$ cat config.mk
export PLATFORM = sky130hd
export DESIGN_NAME = decade_timer_ctrl
export DESIGN_NICKNAME = d
export VERILOG_FILES = /design/src/rtl/decade_timer_pkg.sv /design/src/rtl/decade_digit.sv /design/src/rtl/decade_timer_ctrl.sv
export SDC_FILE = /design/constraint.sdc
export NUM_CORES = 1
export LEC_CHECK = 0
export ABC_CLOCK_PERIOD_IN_PS = 1550
export BUFFER_PORTS_ARGS = -buffer_cell sky130_fd_sc_hd__buf_2
export CORE_MARGIN = 4
export CORE_UTILIZATION = 42
export CTS_CLUSTER_DIAMETER = 80
export DETAILED_ROUTE_END_ITERATION = 6
export PLACE_DENSITY = 0.77
export SETUP_SLACK_MARGIN = 0.2
export SYNTH_ARGS = -nofsm -noshare
export SYNTH_HDL_FRONTEND = slang
export SYNTH_SLANG_ARGS = --single-unit
$ cat constraint.sdc
create_clock -name clk -period 1.55 [get_ports clk]
set_input_delay 0.155 -clock clk [delete_from_list [all_inputs] [get_ports clk]]
set_output_delay 0.155 -clock clk [all_outputs]
set_load 0.02 [all_outputs]
$ cat src/rtl/decade_timer_pkg.sv
// rtl/decade_timer_pkg.sv - shared state encoding, BCD constants and digit saturation helper for the decade timer
package decade_timer_pkg;

  localparam int         BCD_W   = 4;
  localparam logic [3:0] BCD_MAX = 4'd9;

  typedef enum logic [1:0] {
    ST_IDLE  = 2'd0,
    ST_RUN   = 2'd1,
    ST_PAUSE = 2'd2,
    ST_DONE  = 2'd3
  } state_t;

  // Clamp a nibble to a legal BCD digit; non-decimal codes become 9.
  function automatic logic [3:0] bcd_sat(input logic [3:0] d);
    return (d > BCD_MAX) ? BCD_MAX : d;
  endfunction

endpackage

$ cat src/rtl/decade_digit.sv
// rtl/decade_digit.sv - one mod-10 BCD digit with clear, saturating load and count enable
module decade_digit
  import decade_timer_pkg::*;
(
  input  logic             clk,
  input  logic             rst,
  input  logic             clr,
  input  logic             load,
  input  logic [BCD_W-1:0] load_val,
  input  logic             en,
  output logic [BCD_W-1:0] digit,
  output logic             carry
);

  // Digit register: clear beats load beats increment; 9 rolls over to 0.
  always_ff @(posedge clk) begin
    if (rst) begin
      digit <= '0;
    end else if (clr) begin
      digit <= '0;
    end else if (load) begin
      digit <= bcd_sat(load_val);
    end else if (en) begin
      digit <= (digit == BCD_MAX) ? '0 : digit + 4'd1;
    end
  end

  assign carry = (digit == BCD_MAX);

endmodule

$ cat src/rtl/decade_timer_ctrl.sv
// rtl/decade_timer_ctrl.sv - start/pause/clear BCD timer with terminal count; DECADE_TIMER_PRESET_EN adds load/load_val preset
module decade_timer_ctrl
  import decade_timer_pkg::*;
#(
  parameter int NUM_DIGITS  = 2,
  parameter bit AUTO_RELOAD = 1'b0
) (
  input  logic                        clk,
  input  logic                        rst,
  input  logic                        start,
  input  logic                        pause,
  input  logic                        clear,
  input  logic                        tick,
  input  logic [BCD_W*NUM_DIGITS-1:0] target,
`ifdef DECADE_TIMER_PRESET_EN
  input  logic                        load,
  input  logic [BCD_W*NUM_DIGITS-1:0] load_val,
`endif
  output logic [BCD_W*NUM_DIGITS-1:0] bcd,
  output logic                        running,
  output logic                        done,
  output logic                        cout
);

  state_t state, state_nxt;

  logic                        load_q;
  logic [BCD_W*NUM_DIGITS-1:0] load_bus;
  logic                        pause_q;
  logic                        start_q;
  logic                        cnt_tick;
  logic                        term;
  logic                        inc;
  logic                        digit_clr;
  logic [NUM_DIGITS-1:0]       carry;
  logic [NUM_DIGITS:0]         en_chain;

`ifdef DECADE_TIMER_PRESET_EN
  // A preset is only honoured while the count is not advancing.
  assign load_q   = load & (state != ST_RUN);
  assign load_bus = load_val;
`else
  assign load_q   = 1'b0;
  assign load_bus = '0;
`endif

  // Command priority: clear > load > pause > start.
  assign pause_q  = pause & ~clear & ~load_q;
  assign start_q  = start & ~clear & ~load_q & ~pause;

  // A tick counts only in RUN when no higher command claims the cycle.
  assign cnt_tick = (state == ST_RUN) & tick & ~pause & ~clear;
  assign term     = cnt_tick & (bcd == target);
  assign inc      = cnt_tick & ~term;

  assign digit_clr = clear | (term & AUTO_RELOAD) | ((state == ST_DONE) & start_q);

  assign en_chain[0] = inc;

  genvar gi;
  generate
    for (gi = 0; gi < NUM_DIGITS; gi++) begin : g_digit
      assign en_chain[gi+1] = en_chain[gi] & carry[gi];

      decade_digit u_digit (
        .clk      (clk),
        .rst      (rst),
        .clr      (digit_clr),
        .load     (load_q),
        .load_val (load_bus[gi*BCD_W +: BCD_W]),
        .en       (en_chain[gi]),
        .digit    (bcd[gi*BCD_W +: BCD_W]),
        .carry    (carry[gi])
      );
    end
  endgenerate

  // Next-state selection for the run/pause/done sequencing.
  always_comb begin
    state_nxt = state;
    if (clear) begin
      state_nxt = ST_IDLE;
    end else if (load_q) begin
      state_nxt = ST_PAUSE;
    end else begin
      unique case (state)
        ST_IDLE:  if (start_q) state_nxt = ST_RUN;
        ST_RUN: begin
          if (pause_q)                  state_nxt = ST_PAUSE;
          else if (term && !AUTO_RELOAD) state_nxt = ST_DONE;
        end
        ST_PAUSE: if (start_q) state_nxt = ST_RUN;
        ST_DONE:  if (start_q) state_nxt = ST_RUN;
        default:  state_nxt = ST_IDLE;
      endcase
    end
  end

  // State and registered status pulses; running tracks the state being entered.
  always_ff @(posedge clk) begin
    if (rst) begin
      state   <= ST_IDLE;
      running <= 1'b0;
      done    <= 1'b0;
      cout    <= 1'b0;
    end else begin
      state   <= state_nxt;
      running <= (state_nxt == ST_RUN);
      done    <= term;
      cout    <= en_chain[NUM_DIGITS];
    end
  end

endmodule

# Yosys cells after proc, flatten, opt, wreduce, memory -nomap -nowiden
# Index checks and enable logic that the tools add are counted.
[totals]
register_bits = 13
inputBits = 14
[classes]
add_sub_neg = 2
eq_ne = 7
mux = 7
bitwise_logic = 15
reduce_logical = 3
[ops]
columns = ["cell", "count"]
rows = [
  ["$and A1 B1 Y1", 11],
  ["$add A4 B1 Y4 const B", 2],
  ["$eq A4 B4 Y1 const B", 2],
  ["$eq A8 B8 Y1", 1],
  ["$mux W2", 4],
  ["$mux W4", 2],
  ["$eq A2 B1 Y1 const B", 2],
  ["$eq A2 B2 Y1 const B", 2],
  ["$pmux W2 S2", 1],
  ["$not A1 Y1", 3],
  ["$reduce_or A3 Y1", 1],
  ["$logic_not A2 Y1", 1],
  ["$reduce_or A2 Y1", 1],
  ["$or A1 B1 Y1", 1],
]

# Depth between registers and ports, before layout
# Gate-level depths: netlist of the first run.
[depth]
ltp_word = 10
ltp_mapped = 5

# By module
# A second synthesis of the first run with hierarchy kept.
[hier_totals]
cells_unflattened = 96
area_unflattened_um2 = 869.6
[by_module_without_submodules]
columns = ["module", "n_inst", "cells_per_inst", "area_per_inst_um2", "seq_area_each_um2"]
rows = [
  ["decade_digit", 2, 31, 260.2, 80.1],
  ["decade_timer_ctrl", 1, 34, 349.1, 100.1],
]

# Worst setup path after synthesis of the first run
# No wires, ideal clock.
[synth_path]
path_kind = "flip-flop to flip-flop"
from = "reg g_digit[0].u_digit.digit[3]"
to = "reg g_digit[1].u_digit.digit[1]"
setup_ps = 70
t_arrival_ps = 1755
slack_ps = -274
path_stages_with_launch = 6
path_buffers = 0
synth_period_minus_slack_ps = 1824
path_cell_list = "dfxtp_1 > or3b_1 > nor4_2 > o21ai_2 > or3_1 > a21oi_2"
[synth_between]
elab_chain_len = 5
elab_cells_between_ends = 6
cone_classes = "eq/ne (2); bitwise (4)"
[synth_rtl]
columns = ["item", "line", "source"]
rows = [
  ["start: declaration", "decade_digit.sv:11", "output logic [BCD_W-1:0] digit,"],
  ["start signal: assignment", "decade_digit.sv:22", "digit <= bcd_sat(load_val);"],
  ["start signal: assignment", "decade_digit.sv:24", "digit <= (digit == BCD_MAX) ? '0 : digit + 4'd1;"],
  ["$eq A8 B8 Y1", "decade_timer_ctrl.sv:53", "assign term = cnt_tick & (bcd == target);"],
  ["$and A1 B1 Y1", "decade_timer_ctrl.sv:53", ""],
  ["$not A1 Y1", "decade_timer_ctrl.sv:54", "assign inc = cnt_tick & ~term;"],
  ["$and A1 B1 Y1", "decade_timer_ctrl.sv:54", ""],
  ["$and A1 B1 Y1 (*)", "decade_timer_ctrl.sv:63", "assign en_chain[gi+1] = en_chain[gi] & carry[gi];"],
  ["end signal: assignment", "decade_digit.sv:22", ""],
  ["end signal: assignment", "decade_digit.sv:24", ""],
  ["end: declaration", "decade_digit.sv:11", ""],
]
# Every way passes the cells marked *; elsewhere a longest branch is shown, timed or not.
# A chain may end at the register's enable or synchronous reset.

# Worst setup path in the final report of the first run
[layout_path]
from = "reg g_digit[0].u_digit.digit[1]"
to = "reg g_digit[1].u_digit.digit[0]"
# Same word-level chain as after synthesis.

==> results.cfg, run 1 <==
[outcome]
status = finished, violations left
violations = setup timing

[worst_setup_path]
required_ps = 1720
critPathCaptureType = flop
slowest_delay_ps = 420
start_kind = flop
crit_chain = xnor2_2 > nand4_1 > o211ai_1 > nor2_1 > mux2_1
critical-path-slowest-cell = o211ai_1
critPathBufInv = 0
crit_family = compound AO/OA/AOI/OAI gates
crit_path_max_fanout = 5
crit_type = reg -> reg
worstPathArrival_ps = 1770

[timing]
slew_headroom_pct = 71.2
fin_ws_ps = -50.6
finalMaxSlewViolations = 0
tns_ps = -229
fin_worst_skew_ps = 1.30
hold_violations = 0
setup_viol = 5
rsz0062_at_grt = true
fin_crit_sh_pct = 103
max_clock_freq_mhz = 625
fin_crit_ps = 1600
worst_slew_pin_slew_ps = 431

[cts]
clockBufferDepth = 2
clk_pin_slew_ps = 80
hold_buffers = 0
root_buffer = clkbuf_4
clkLatencyLatePin_ps = 280
numCtsBuffers = 3
htree_levels = 1
clock_sinks = 13
cts_tree = built

[floorplan]
pin_count = 25
core_area_um2 = 1520
rows = 14
die_width_um = 48.2
die_area_um2 = 2330
start_util_pct = 44.6
die_h_um = 48.2

[pwr]
p_total_mw = 0.622
p_per_area_nw_per_um2 = 551
ir_drop_v = 0.000491
power.leakage_nw = 0.471

[yosys]
ys_seq_elements = 13
ys_warn_count = 0
ys_async_sr_fraction_pct = 0
ys_seq_area_share_pct = 38.3
syn_inst = 81
syn_area_um2 = 679
synth_commonest_cells = 13 x dfxtp_1, 9 x nor2_1, 8 x xnor2_1
synth_area_leader_cell = dfxtp_1
synth.area.top_cells = dfxtp_1 38%, xnor2_1 10%, nor2_1 5.0%
syn_nets = 95
yosysMostFrequentCell = dfxtp_1
synth.avg_cell_area_um2 = 8.39
synth-edff-count = 0
netlist-cell-type-count = 28
synth_top_area_share_pct = 38.3
synth_flop_cell = dfxtp_1

[placement]
port_buffers = 24
placed_area_um2 = 985
place_hpwl_um = 1430
globalplace.congestion = 0.825

[global_route]
grt.overflow.total = 0
antenna_found_initial = 0
grt_max_degree = 8
grt_usage_pct = 19.6
grt_first_pass_wirelength_um = 3140
grt_pass1_vias = 738

[detailed_routing]
remaining_drc_errors = 0
ant_nets = 0
drt_iter0_markers = 14
routed_wl_um = 2050
avgViaCountPerCell = 5.45
num_vias = 774
post_drt_wl_per_cell_um = 14.4
first_pass_iters = 5

[job]
max_cap_viol_count = 0

[final_layout]
area_growth_pct = 66.1
fill_cells = 114
layout.nets = 141
final_layout_size_suffix_gt1_share_pct = 57.1
final_area_um2 = 1130
fin_util_pct = 74.1
diodes = 0

[min_path]
holdCritPathClass = in -> reg
## logic make-up (layout without fill, tap and decap cells)
| group | Yosys count | in the layout | synth area share (%) |
|---|---|---|---|
| muxes | 4 | 4 | 6.26 |
| DFF | 13 | 13 | 38.3 |
| AOI/OAI and AO/OA | 15 | 15 | 14.4 |
| buffers and inverters | 7 | 52 | 3.87 |
| and+or+nand+nor | 34 | 34 | 26.9 |
| xor gates and xnor gates | 8 | 8 | 10.3 |
## repair_timing
item	CTS	global route
resized for setup	14	4
pin swaps	13	2
buffers inserted	2	0
endpoints found under the setup margin	11	11
## layout make-up
type	count	area [um^2]	area share, %
multi-input cells	61	519	46.0
flip-flops and latches	13	285	25.3
repair buffers	41	251	22.3
clock buffers	4	26.3	2.33
inverters	7	26.3	2.33
well taps	16	20.0	1.77
## worst reg2reg max path: stages, from the launching register on
cell	delay [ps]
dfxtp_4	360
xnor2_2	150
nand4_1	150
o211ai_1	420
nor2_1	90
mux2_1	310
## cell usage in the layout (no fill, tap or decap), drive strengths merged, types with 2 or more instances in the layout
cell	n
a31oi	2
mux2i	2
dfxtp	13
mux2	2
nand3	2
o21ai	5
inv	7
buf	41
nor2b	2
nand2	7
nor2	9
clkbuf	4
nor3	3
nand4	2
xnor2	8
a21oi	4
or3	4
nor4	2
## worst paths after layout
kind / from / to / slack, ps / depth (start not counted)
setup / recovery: g_digit[0].u_digit.digit[1]$_SDFFE_PP0N_ / g_digit[1].u_digit.digit[0]$_SDFFE_PP0P_ / -50 / 5
hold / removal: rst / cout$_SDFF_PP0_ / 130 / 2
setup reg to reg: g_digit[0].u_digit.digit[1]$_SDFFE_PP0N_ / g_digit[1].u_digit.digit[0]$_SDFFE_PP0P_ / -50 / 5
hold reg to reg: g_digit[1].u_digit.digit[1]$_SDFFE_PP0P_ / cout$_SDFF_PP0_ / 600 / 2
## layer usage
layer	wire length (um)	GRT usage [%]	part of all wire (%)
met5	0	0	0
met4	81	14.0	4.0
met3	113	5.17	5.5
met2	1010	31.8	49
met1	845	22.1	41
## sequential cells by signal, summed over array words and instances, names as in the netlist
register,flops
g_digit.u_digit.digit,8
state,2
cout,1
done,1
running,1
## power breakdown
| part | leakage [nW] | switching (mW) | internal (mW) |
|---|---|---|---|
| Clock | 0.0150 | 0.120 | 0.0999 |
| Sequential | 0.111 | 0.00112 | 0.327 |
| Combinational | 0.345 | 0.0368 | 0.0376 |
| Total | 0.471 | 0.158 | 0.464 |
## through the flow
step                hold WS [ps]  instances  worst slack (ps)
global route                 118        142              -135
finish                       125        142             -50.6
global placement             388        136             -82.0
CTS                          114        142             -46.5
detailed placement           392        136              -129
floorplan                    232         81              -133
(Power assumes the default switching activity.)
==> inputs of run 2 (changes only) <==
--- a/config.mk
+++ b/config.mk
@@ -5,13 +5,15 @@
 export SDC_FILE = /design/constraint.sdc
 export NUM_CORES = 1
 export LEC_CHECK = 0
+export ABC_AREA = 1
 export ABC_CLOCK_PERIOD_IN_PS = 1550
 export BUFFER_PORTS_ARGS = -buffer_cell sky130_fd_sc_hd__buf_2
 export CORE_MARGIN = 4
-export CORE_UTILIZATION = 42
+export CORE_UTILIZATION = 44
+export CTS_BUF_LIST = sky130_fd_sc_hd__clkbuf_8 sky130_fd_sc_hd__clkbuf_16
 export CTS_CLUSTER_DIAMETER = 80
 export DETAILED_ROUTE_END_ITERATION = 6
-export PLACE_DENSITY = 0.77
+export PLACE_DENSITY = 0.78
 export SETUP_SLACK_MARGIN = 0.2
 export SYNTH_ARGS = -nofsm -noshare
 export SYNTH_HDL_FRONTEND = slang
==> results.cfg, run 2 <==
[global_route]
grt_usage_pct = 15.5
grt_pass1_vias = 761
antenna_found_initial = 0
grt_max_degree = 10
grt_first_pass_wirelength_um = 3050
grt.overflow.total = 0

[worst_setup_path]
cp_common_cell = inv_2
crit_chain = inv_2 > nand4_1 > nor2_4 > buf_6 > nand2_4 > inv_2 > nand2_2 > a21oi_2
reg2reg_depth = 8
start_kind = flop
rr_endpoint = g_digit[0].u_digit.digit[3]$_SDFFE_PP0N_
slowest_delay_ps = 330
startpoint = state[1]$_SDFF_PP0_
cp.depth = 8
crit_family = simple AND/OR/NAND/NOR gates
worstPathArrival_ps = 1480
critical-path-slowest-cell = dfxtp_2
critPathCaptureType = flop
crit_type = reg -> reg
critPathBufInv = 3
crit_end = g_digit[0].u_digit.digit[3]$_SDFFE_PP0N_
rr_startpoint = state[1]$_SDFF_PP0_
r2r_slack_ps = 250
required_ps = 1730
crit_path_max_fanout = 6

[cts]
numCtsBuffers = 3
cts_tree = built
clkLatencyLatePin_ps = 250
clk_pin_slew_ps = 60
root_buffer = clkbuf_8
clock_sinks = 13
htree_levels = 1
clockBufferDepth = 2

[timing]
max_clock_freq_mhz = 768
fin_crit_ps = 1300
slew_headroom_pct = 82.7
hold_violations = 0
setup_viol = 0
whs_ps = 114
fin_crit_sh_pct = 84.0
rsz0062_at_grt = true
finalMaxSlewViolations = 0
worst_slew_pin_slew_ps = 258
tns_ps = 0
fin_worst_skew_ps = 3.28

[yosys]
synth_top_area_share_pct = 31.5
synth.area.top_cells = dfxtp_1 32%, nand2_1 15%, nor2_1 5.5%
syn_nets = 138
yosysMostFrequentCell = nand2_1
synth.avg_cell_area_um2 = 6.66
ys_seq_elements = 13
ys_async_sr_fraction_pct = 0
synth_commonest_cells = 34 x nand2_1, 13 x dfxtp_1, 12 x nor2_1
netlist-cell-type-count = 24
synth_flop_cell = dfxtp_1
synth-edff-count = 0
syn_inst = 124
syn_area_um2 = 826
synth_area_leader_cell = dfxtp_1
ys_warn_count = 0
ys_seq_area_share_pct = 31.5

[min_path]
holdCritPathClass = in -> reg

[pwr]
ir_drop_v = 0.000433
p_per_area_nw_per_um2 = 644
p_total_mw = 0.696
power.leakage_nw = 0.512

[placement]
port_buffers = 24
globalplace.congestion = 0.810
place_hpwl_um = 1420

[floorplan]
core_area_um2 = 1750
die_width_um = 51.3
die_h_um = 51.3
start_util_pct = 47.3
die_area_um2 = 2630
pin_count = 25
rows = 15

[final_layout]
largest-register = g_digit.u_digit.digit
final_layout_size_suffix_gt1_share_pct = 42.2
fin_util_pct = 61.9
diodes = 0
mostFrequentLayoutCell = nand2_1
layout.nets = 169
largest_reg_flops = 8
top_regs = g_digit.u_digit.digit (8), state (2)
layout_common_cells = 32 x nand2_1, 24 x buf_2, 12 x nor2_1
area_growth_pct = 30.9

[detailed_routing]
remaining_drc_errors = 0
drt_iter0_markers = 11
num_vias = 877
avgViaCountPerCell = 4.90
first_pass_iters = 4
ant_nets = 0
routed_wl_um = 1950
post_drt_wl_per_cell_um = 10.9

[job]
max_cap_viol_count = 0

[outcome]
status = finished, final reports clean
## run 2: worst min-delay path by stage
stage	start	endpoint	slack [ps]	cells after the start
after floorplan	rst	state[1]$_SDFF_PP0_	230	1
after global placement	rst	state[1]$_SDFF_PP0_	370	2
after detailed placement	rst	done$_SDFF_PP0_	380	2
after CTS	rst	done$_SDFF_PP0_	110	2
after global routing	rst	done$_SDFF_PP0_	120	2
final	rst	done$_SDFF_PP0_	110	2
## run 2: power by group
| group | switching [mW] | total (mW) | internal, mW | leakage, nW |
|---|---|---|---|---|
| registers | 0.00114 | 0.332 | 0.331 | 0.111 |
| logic | 0.0376 | 0.0643 | 0.0267 | 0.375 |
| clock network | 0.125 | 0.300 | 0.175 | 0.0269 |
## run 2: kinds of logic after synthesis
| kind of cell | share of synthesized area (%) |
|---|---|
| xor+xnor | 7.42 |
| compound gates | 7.58 |
| simple gates | 43.0 |
| buf+inv | 10.5 |
| flops | 31.5 |
## run 2: cell type report
class,count,area [um^2]
Clock inverter,1,3.75
Tap cell,25,31.3
Clock buffer,3,41.3
Multi-Input combinational cell,90,499
Inverter,20,75.1
Sequential cell,13,280
Timing Repair Buffer,27,150
Fill cell,169,664
## run 2: what timing repair did
action | 4_1_cts | 5_1_grt
endpoints found under the setup margin | 9 | 11
hold buffers | 0 | 0
endpoints found under the hold margin | 0 | 0
setup buffers | 0 | 3
pin swaps | 0 | 7
resized for setup | 1 | 20
## run 2: metrics by stage
stage	cell area, um^2	instances	setup WS (ps)
2_1_floorplan	826	124	207
3_5_place_dp	966	172	156
4_1_cts	1010	176	207
6_report	1080	179	248
5_1_grt	1080	179	181
3_3_place_gp	966	172	218
## run 2: per-layer routing
| layer | up-vias | global-route usage [%] | routed length, um |
|---|---|---|---|
| met1 | 398 | 17.2 | 808 |
| met3 | 4 | 6.71 | 117 |
| met2 | 25 | 26.2 | 1010 |
| met5 | - | 0 | 0 |
| li1 | 450 | - | - |
| met4 | 0 | 5.24 | 19 |
==> inputs of run 3 (changes only) <==
--- a/config.mk
+++ b/config.mk
@@ -6,14 +6,14 @@
 export NUM_CORES = 1
 export LEC_CHECK = 0
 export ABC_AREA = 1
-export ABC_CLOCK_PERIOD_IN_PS = 1550
+export ABC_CLOCK_PERIOD_IN_PS = 1220
 export BUFFER_PORTS_ARGS = -buffer_cell sky130_fd_sc_hd__buf_2
 export CORE_MARGIN = 4
-export CORE_UTILIZATION = 44
+export CORE_UTILIZATION = 49
 export CTS_BUF_LIST = sky130_fd_sc_hd__clkbuf_8 sky130_fd_sc_hd__clkbuf_16
 export CTS_CLUSTER_DIAMETER = 80
 export DETAILED_ROUTE_END_ITERATION = 6
-export PLACE_DENSITY = 0.78
+export PLACE_DENSITY = 0.82
 export SETUP_SLACK_MARGIN = 0.2
 export SYNTH_ARGS = -nofsm -noshare
 export SYNTH_HDL_FRONTEND = slang
==> constraint.sdc (replaced) <==
create_clock -name clk -period 1.22 [get_ports clk]
set_input_delay 0.122 -clock clk [delete_from_list [all_inputs] [get_ports clk]]
set_output_delay 0.122 -clock clk [all_outputs]
set_load 0.02 [all_outputs]
==> results.cfg, run 3 (synthesis gave the netlist of run 2 again) <==
[global_route]
grt_usage_pct = 20.5
grt_pass1_vias = 945
grt.overflow.total = 0
grt_max_degree = 8
antenna_found_initial = 0
grt_first_pass_wirelength_um = 4040

[worst_setup_path]
critPathCaptureType = flop
crit_path_max_fanout = 6
start_kind = flop
crit_chain = inv_2 > nand2_1 > nand2_1 > nand2_1 > nor2_2 > nand2_4 > nand3_4 > buf_4 > nor3b_2
worstPathArrival_ps = 1460
slowest_delay_ps = 370
required_ps = 1390
critical-path-slowest-cell = dfxtp_4
startpoint = g_digit[0].u_digit.digit[0]$_SDFFE_PP0N_
crit_family = simple AND/OR/NAND/NOR gates
r2r_slack_ps = -70
crit_type = reg -> reg
critPathBufInv = 2
reg2reg_depth = 9
cp_common_cell = nand2_1
rr_endpoint = cout$_SDFF_PP0_
rr_startpoint = g_digit[0].u_digit.digit[0]$_SDFFE_PP0N_

[cts]
cts_tree = built
clkLatencyLatePin_ps = 250
clock_sinks = 13
clockBufferDepth = 2
root_buffer = clkbuf_8
numCtsBuffers = 3
htree_levels = 1
clk_pin_slew_ps = 60

[final_layout]
largest-register = g_digit.u_digit.digit
layout.nets = 185
fin_util_pct = 80.4
final_area_um2 = 1240
mostFrequentLayoutCell = nand2_1
top_regs = g_digit.u_digit.digit (8), state (2)
finalNonFillerCells = 186
largest_reg_flops = 8
area_growth_pct = 50.0
final_layout_size_suffix_gt1_share_pct = 51.8
seq_area_um2 = 284
multi_input_area_um2 = 524
fill_cells = 100
diodes = 0
layout_common_cells = 30 x nand2_1, 20 x buf_4, 19 x buf_2

[timing]
max_clock_freq_mhz = 778
fin_crit_ps = 1290
finalMaxSlewViolations = 0
tns_ps = -409
worst_slew_pin_slew_ps = 249
fin_crit_sh_pct = 105
fin_worst_skew_ps = 5.06
hold_violations = 0
slew_headroom_pct = 83.3
rsz0062_at_grt = true
setup_viol = 9
fin_ws_ps = -66.1

[placement]
globalplace.congestion = 0.903
place_ws_ps = -3.35
place_hpwl_um = 1590
placed_area_um2 = 1040
dp.cells = 172
port_buffers = 24

[outcome]
violations = setup timing
status = finished, violations left

[pwr]
p_per_area_nw_per_um2 = 719
ir_drop_v = 0.000651
power.leakage_nw = 0.599

[floorplan]
start_util_pct = 53.6
rows = 14
die_width_um = 49.1
core_area_um2 = 1540
pin_count = 25
die_h_um = 49.1
die_area_um2 = 2410

[detailed_routing]
avgViaCountPerCell = 5.18
first_pass_iters = 4
remaining_drc_errors = 0
ant_nets = 0
routed_wl_um = 2530
num_vias = 964
post_drt_wl_per_cell_um = 13.6
drt_iter0_markers = 21

[job]
max_cap_viol_count = 0

[min_path]
hold_start = rst
holdCritPathClass = in -> reg
hold_end = state[1]$_SDFF_PP0_
worstHoldPathCells = 2
run 3: cell count changes in the layout (fill, tap and decap cells not counted), moves of 3 or more:
cell     change
buf_4       +19
buf_2        -5
a21oi_1      -3
a21oi_2      +3
dfxtp_2      -3
run 3: metal layers:
layer  vias up  wire (um)  global-route usage [%]
li1        479          -                       -
met1       452       1060                    25.2
met2        29       1300                    34.8
met3         4        142                    7.03
met4         0         31                    3.14
met5         -          0                       0
run 3: layout make-up:
cell class	instances	area share, %
clock inverter	1	0.303
clock buffer	3	3.33
timing repair buffer	43	23.4
multi-input combinational	90	42.3
tap	16	1.62
inverter	20	6.06
sequential	13	22.9
run 3: how the worst max path moves through the flow:
| stage | to | slack (ps) | depth (start not counted) |
|---|---|---|---|
| 5_1_grt | g_digit[1].u_digit.digit[1]$_SDFFE_PP0P_ | -120 | 9 |
| 6_report | cout$_SDFF_PP0_ | -70 | 9 |
| 2_1_floorplan | g_digit[0].u_digit.digit[0]$_SDFFE_PP0N_ | -0.2 | 11 |
| 3_5_place_dp | g_digit[1].u_digit.digit[1]$_SDFFE_PP0P_ | -3 | 9 |
| 3_3_place_gp | g_digit[1].u_digit.digit[1]$_SDFFE_PP0P_ | 20 | 6 |
| 4_1_cts | g_digit[0].u_digit.digit[3]$_SDFFE_PP0N_ | 5 | 8 |
run 3: timing repair:
action / 4_1_cts / 5_1_grt
gates resized for setup: 8 / 18
setup buffers: 7 / 3
endpoints found under the setup margin: 12 / 17
hold buffers: 0 / 0
pin swaps: 11 / 8
run 3: metrics by stage:
| stage | power [mW] | hold WS [ps] |
|---|---|---|
| after CTS | 0.894 | 79.6 |
| final | 0.891 | 90.2 |
| after detailed placement | 0.515 | 337 |
| after global placement | 0.512 | 333 |
| after floorplan | 0.476 | 194 |
| after global routing | 0.931 | 95.5 |
run 3: power by group:
group / leakage [nW] / total (mW) / switching [mW] / internal [mW]
Clock: 0.0269 / 0.383 / 0.161 / 0.223
Sequential: 0.111 / 0.416 / 0.000897 / 0.415
Combinational: 0.462 / 0.0916 / 0.0535 / 0.0381
Total: 0.599 / 0.891 / 0.215 / 0.676
